### src/rtl/high_pass_filter_pkg.sv
// Shared definitions for the high-pass filter and its sibling low-pass stage.
package hpf_pkg;

    localparam int W_DEFAULT = 20;

    localparam logic signed [W_DEFAULT-1:0] SAT_MAX = {1'b0, {(W_DEFAULT-1){1'b1}}};
    localparam logic signed [W_DEFAULT-1:0] SAT_MIN = {1'b1, {(W_DEFAULT-1){1'b0}}};

    typedef enum logic {
        WARMUP = 1'b0,
        RUN    = 1'b1
    } hpf_state_t;

endpackage

### src/rtl/high_pass_filter_sample_edge_detect.sv
// Turns the slow sample strobe into a single-cycle event on its rising edge.
// History resets to 1 so a strobe held high through reset release is ignored.
module sample_edge_detect (
    input  logic qzt_clk,
    input  logic rst_n,
    input  logic clk_in,
    output logic sample_evt
);

    logic clk_in_old;

    always_ff @(posedge qzt_clk or negedge rst_n) begin
        if (!rst_n) begin
            clk_in_old <= 1'b1;
        end else begin
            clk_in_old <= clk_in;
        end
    end

    assign sample_evt = clk_in & ~clk_in_old;

endmodule

### src/rtl/high_pass_filter.sv
// First-order IIR high-pass: Vout = x - lp, lp tracking x with time constant 2^k samples.
// Define HPF_SATURATE_EN to clamp Vout on overflow instead of wrapping.
module high_pass_filter
    import hpf_pkg::*;
#(
    parameter int W     = W_DEFAULT,
    parameter int CNT_W = 16
) (
    input  logic                qzt_clk,
    input  logic                rst_n,
    input  logic                clk_in,
    input  logic [3:0]          k,
    input  logic signed [W-1:0] Vin,
    output logic signed [W-1:0] Vout,
    output logic                out_valid,
    output logic                settled
);

    localparam logic [CNT_W-1:0] ONE = {{(CNT_W-1){1'b0}}, 1'b1};

    logic                sample_evt;
    logic                v1;
    logic                v2;
    logic signed [W-1:0] x_r;
    logic signed [W-1:0] x_d;
    logic signed [W-1:0] lp;
    logic signed [W-1:0] lp_next;
    logic signed [W-1:0] x_sh;
    logic signed [W-1:0] lp_sh;
    logic signed [W-1:0] vout_next;
    logic [3:0]          k_r;
    logic [3:0]          k_prev;
    logic [3:0]          k_prev_next;
    logic [CNT_W-1:0]    count;
    logic [CNT_W-1:0]    count_next;
    logic [CNT_W-1:0]    count_inc;
    logic [CNT_W-1:0]    target;
    hpf_state_t          state;
    hpf_state_t          state_next;

    sample_edge_detect u_edge (
        .qzt_clk    (qzt_clk),
        .rst_n      (rst_n),
        .clk_in     (clk_in),
        .sample_evt (sample_evt)
    );

    // Low-pass update wraps modulo 2^W; for in-range lp the true result always fits.
    assign x_sh    = x_r >>> k_r;
    assign lp_sh   = lp >>> k_r;
    assign lp_next = lp + x_sh - lp_sh;

`ifdef HPF_SATURATE_EN
    localparam logic signed [W-1:0] OUT_MAX = {1'b0, {(W-1){1'b1}}};
    localparam logic signed [W-1:0] OUT_MIN = {1'b1, {(W-1){1'b0}}};

    logic signed [W:0] diff;

    assign diff = {x_d[W-1], x_d} - {lp[W-1], lp};

    always_comb begin
        vout_next = diff[W-1:0];
        if (diff[W] != diff[W-1]) begin
            vout_next = diff[W] ? OUT_MIN : OUT_MAX;
        end
    end
`else
    assign vout_next = x_d - lp;
`endif

    always_ff @(posedge qzt_clk or negedge rst_n) begin
        if (!rst_n) begin
            x_r       <= '0;
            k_r       <= '0;
            v1        <= 1'b0;
            lp        <= '0;
            x_d       <= '0;
            v2        <= 1'b0;
            Vout      <= '0;
            out_valid <= 1'b0;
        end else begin
            v1 <= sample_evt;
            if (sample_evt) begin
                x_r <= Vin;
                k_r <= k;
            end
            v2 <= v1;
            if (v1) begin
                lp  <= lp_next;
                x_d <= x_r;
            end
            out_valid <= v2;
            if (v2) begin
                Vout <= vout_next;
            end
        end
    end

    assign count_inc = count + ONE;
    assign target    = ONE << k_r;

    // A k change restarts settling and outranks the ordinary warm-up count.
    always_comb begin
        state_next  = state;
        count_next  = count;
        k_prev_next = k_prev;
        if (v1) begin
            k_prev_next = k_r;
            if (k_r != k_prev) begin
                count_next = ONE;
                if (target == ONE) begin
                    state_next = RUN;
                end else begin
                    state_next = WARMUP;
                end
            end else if (state == WARMUP) begin
                count_next = count_inc;
                if (count_inc == target) begin
                    state_next = RUN;
                end
            end
        end
    end

    always_ff @(posedge qzt_clk or negedge rst_n) begin
        if (!rst_n) begin
            state   <= WARMUP;
            count   <= '0;
            k_prev  <= '0;
            settled <= 1'b0;
        end else begin
            state   <= state_next;
            count   <= count_next;
            k_prev  <= k_prev_next;
            settled <= (state_next == RUN);
        end
    end

endmodule

### config.mk
export PLATFORM = sky130hd
export DESIGN_NAME = high_pass_filter
export DESIGN_NICKNAME = d
export VERILOG_FILES = /design/src/rtl/high_pass_filter_pkg.sv /design/src/rtl/high_pass_filter_sample_edge_detect.sv /design/src/rtl/high_pass_filter.sv
export SDC_FILE = /design/constraint.sdc
export NUM_CORES = 1
export LEC_CHECK = 0
export ABC_AREA = 0
export CAP_MARGIN = 10
export CORE_MARGIN = 2
export CORE_UTILIZATION = 50
export CTS_BUF_LIST = sky130_fd_sc_hd__clkbuf_4 sky130_fd_sc_hd__clkbuf_8 sky130_fd_sc_hd__clkbuf_16
export DETAILED_ROUTE_END_ITERATION = 8
export PLACE_DENSITY = 0.7
export SLEW_MARGIN = 20
export SYNTH_ARGS = -nofsm -noshare
export SYNTH_HDL_FRONTEND = slang
export SYNTH_HIERARCHICAL = 1
export SYNTH_SLANG_ARGS = --single-unit
### constraint.sdc
create_clock -name qzt_clk -period 5.34 [get_ports qzt_clk]
set_input_delay 1.335 -clock qzt_clk [delete_from_list [all_inputs] [get_ports qzt_clk]]
set_output_delay 1.335 -clock qzt_clk [all_outputs]
set_load 0.03 [all_outputs]
==> results summary <==
At the worst endpoint, the arrival time is 5.29 ns. The minimum clock period after layout is 5.04 ns. The final period utilization is 0.943.

Of the total power, the share spent switching nets is 0.485. The dominant combinational cell family by area after synthesis is multiplexers. The H-tree was split into 3 levels. The number of max-cap violations is 0. The die is 135 µm tall. After synthesis, the cell types taking the most area are dfrtp_1 (31%), mux2_2 (9.0%), ha_1 (5.8%). The pre-CTS setup slack came out at 0.367 ns.

The number of placement rows came out at 48. The average cell area after synthesis came out at 8.98 µm². The adder-cell area share of the yosys netlist is 0.104. The cell-internal power is 3.33 mW.

The final hold violation count came out at 0. Across all hold checks on the routed design, the worst slack comes to 0.502 ns. The critical setup path kind is reg2reg. The flow ran to the end, and the final reports show no timing, DRC or antenna violations. The number of endpoints failing setup at the final stage is 0. At the later pin of the worst-skew pair, clock insertion delay measures 0.37 ns. The initial antenna violation count is 0. The kind of start point of the critical path is a register. The tree is rooted in a clkbuf_16.

The core box area is 0.0171 mm². The top cell type's share of synthesized area came out at 0.313. In this run the worst path has a maximum fanout of 33. The number of cells traversed by the worst register-to-register path came out at 19.

The worst register-to-register path ends at lp[16]. The count of port buffers added during placement is 48. The starting utilization of the core area is 0.506.

For the pin with the worst max-slew slack, the measured transition is 0.939 ns. The cell total after placement came out at 1194. The worst-case IR drop observed on VDD is 0.336 mV.

The leakage dissipation is 4.21 nW. The biggest area contributor in the post-synthesis netlist is dfrtp_1. The critical path ends at lp[16].

The net switching power is 3.13 mW. The count of different cell masters after synthesis came out at 62. The post-cts gate resize count is 0. After synthesis the netlist holds a flip-flop and latch count of 109. The CTS clock-pin slew for the worst setup and hold paths is 0.08 ns.

The proportion of power drawn by combinational gates came out at 0.692. In this run the worst hold path is classified as reg2reg. The number of max-slew violations in the final report was 0. The Yosys warning count came out at 6. For this run, the total global-route usage over all layers was measured as 0.241. The number of global-route vias before repair came out at 6756. The count of flip-flops with a built-in enable after synthesis came out at 0. The worst setup skew after layout came out at 0.00884 ns. The total power after layout is 6.46 mW. In the synthesized netlist the async set-or-reset flop fraction comes to 1.00.

The count of inserted antenna diode cells is 0. The largest net degree at the start of global routing is 74. The register-to-register path setup slack came out at 0.30 ns. Dividing total power by cell area gives a power density of 674 mW/mm². The clock drives 109 sinks. After clock tree synthesis, the flow added hold-fix buffers numbering 0. The multiplexer share of the synthesized area came out at 0.174. In this run the worst setup path begins at k_r[1].

The last weighted congestion value of the routability-driven placer came out at 0.926. The post-synth design cell area is 0.00862 mm². The die footprint came out at 0.0183 mm². At the end of the flow the core is filled with cells to 0.561. The sequential group share of total power came out at 0.202. For this block, the routed nets add up to 21200 µm of wire. The width of the die came out at 135 µm.

The global-route wire length before repair is 35200 µm. The setup TNS after final layout came out at 0 ns. The post-detailed-route count of antenna-violating nets is 0.

The most frequent cell after synthesis is nand2_1. The number of design rule violations left after detail routing came out at 0. The worst setup path is captured at a register. In this run the critical register-to-register path is launched from k_r[1].

The complex-gate fraction of the synthesized area came out at 0.152. Once layout is complete, the cells apart from fillers number 1210. The simple-gate share of the synthesized area came out at 0.144. In the routed layout, each cell is associated on average with a via count of 5.81. Once layout is done, the placed cells without fillers occupy 0.00957 mm².

The area growth from synthesis to final layout came out at 11.0%. The maximum root-to-sink buffer count is 2. Summed over all nets, the half-perimeter wirelength after detailed placement is 15700 µm. Of the cells placed in the final design, the portion with a size suffix greater than 1 is 0.125.

The number of vias in the routed layout came out at 7026. Setup repair after global routing left no endpoint under its margin. The final global-route overflow total came out at 0.

In the final design database the tool counted 1067 nets. The top-level port count came out at 49. The synthesized netlist net count is 1047. In the synthesized netlist, the cells that appear most often are nand2_1 (111), dfrtp_1 (108), o21ai_0 (77). For this run, the leading register cell type out of synthesis is dfrtp_1. The clock power share came out at 0.105. Of the synthesized area, sequential elements account for 0.316. TritonCTS built the clock tree. The placed instances occupy a cell area of 0.00928 mm².

The xor-xnor portion of the synthesized cell area is 0.0538. The top achievable clock speed is 199 MHz. The worst path meets setup with 0.304 ns of slack. Before antenna repair, the detailed router went through 5 iterations. Once the clock tree was built, the setup fixing pass inserted 0 buffers.

In this run, CTS created clock tree buffers numbering 9. The cell count after synthesis is 960. The first routing iteration left 559 violations. STA puts the critical path data required time at 5.59 ns. Headroom to the max-slew limit came out at 0.374. The routed wirelength normalized by instance count came out at 17.5 µm.
flip-flops by register name, indices dropped and copies added, names as in the netlist, 4 cells and up:
name	count
x_d	20
count	16
x_r	20
lp	20
k_prev	4
Vout	20
k_r	4
cell type report:
type / instances / area (µm²)
clock inverter: 7 / 70.1
inverter: 71 / 267
timing repair buffer: 62 / 583
sequential: 109 / 2730
multi-input combinational: 727 / 5420
tap: 225 / 282
fill: 1524 / 7480
clock buffer: 9 / 225
how the worst min path moves through the flow:
stage,start,to,slack [ns],depth (start not counted)
after global routing,Vout[4],Vout[4],0.52,1
after detailed placement,Vout[0],Vout[0],0.48,2
after CTS,Vout[0],Vout[0],0.51,2
after floorplan,v2,out_valid,0.35,0
after global placement,Vout[9],Vout[9],0.49,1
final,Vout[0],Vout[0],0.50,2
cell families (layout without fill, tap and decap cells):
family,count (synthesis),count (layout)
buffers and inverters,124,149
DFF,109,109
muxes,126,126
adders and majority gates,60,60
and+or+nand+nor,263,263
AOI/OAI and AO/OA,225,225
xor gates and xnor gates,53,53
layout by cell type (no fill, tap or decap), types with 12 or more instances in the layout:
cell | Yosys | routed
a21oi_1 | 60 | 60
a31oi_1 | 12 | 12
buf_4 | 2 | 15
clkdlybuf4s50_1 | 0 | 47
dfrtp_1 | 108 | 106
fa_1 | 20 | 20
ha_1 | 40 | 40
inv_1 | 70 | 70
mux2_2 | 69 | 69
mux2i_1 | 45 | 45
mux4_2 | 12 | 12
nand2_1 | 111 | 111
nand3_1 | 19 | 19
nor2_1 | 54 | 54
nor2b_1 | 13 | 13
nor3_1 | 15 | 15
o21ai_0 | 77 | 77
o21ai_1 | 15 | 15
xnor2_1 | 35 | 35
xor2_1 | 18 | 18
worst max-delay path: stages, from the launching register on:
cell	delay, ns
dfrtp_2	0.84
buf_4	0.33
mux2i_1	0.12
a21oi_1	0.20
nand2_1	0.07
nand2_1	0.10
nor2_1	0.05
a31oi_1	0.16
inv_1	0.07
fa_1	0.48
inv_1	0.07
fa_1	0.48
a211oi_1	0.33
o211ai_1	0.19
a31o_1	0.24
a21oi_1	0.29
a31oi_1	0.25
a31oi_1	0.25
nor3_1	0.07
or3_1	0.34
layer usage:
metal  up-vias  global-route usage  wire (µm)
met5         -                   0          0
met4         0              0.0602        346
met3        26              0.0385       1200
met2       226               0.378       9780
met1      3377               0.351       9820
li1       3397                   -          -
power groups by stage:
| stage | Combinational (mW) | Clock (mW) | Sequential, mW |
|---|---|---|---|
| final | 4.47 | 0.680 | 1.31 |
| after global routing | 4.98 | 0.725 | 1.34 |
| after CTS | 4.43 | 0.698 | 1.30 |
| after detailed placement | 4.39 | 0 | 1.31 |
| after global placement | 4.33 | 0 | 1.31 |
| after floorplan | 3.25 | 0 | 1.37 |
Power figures use the tool's default switching activity.
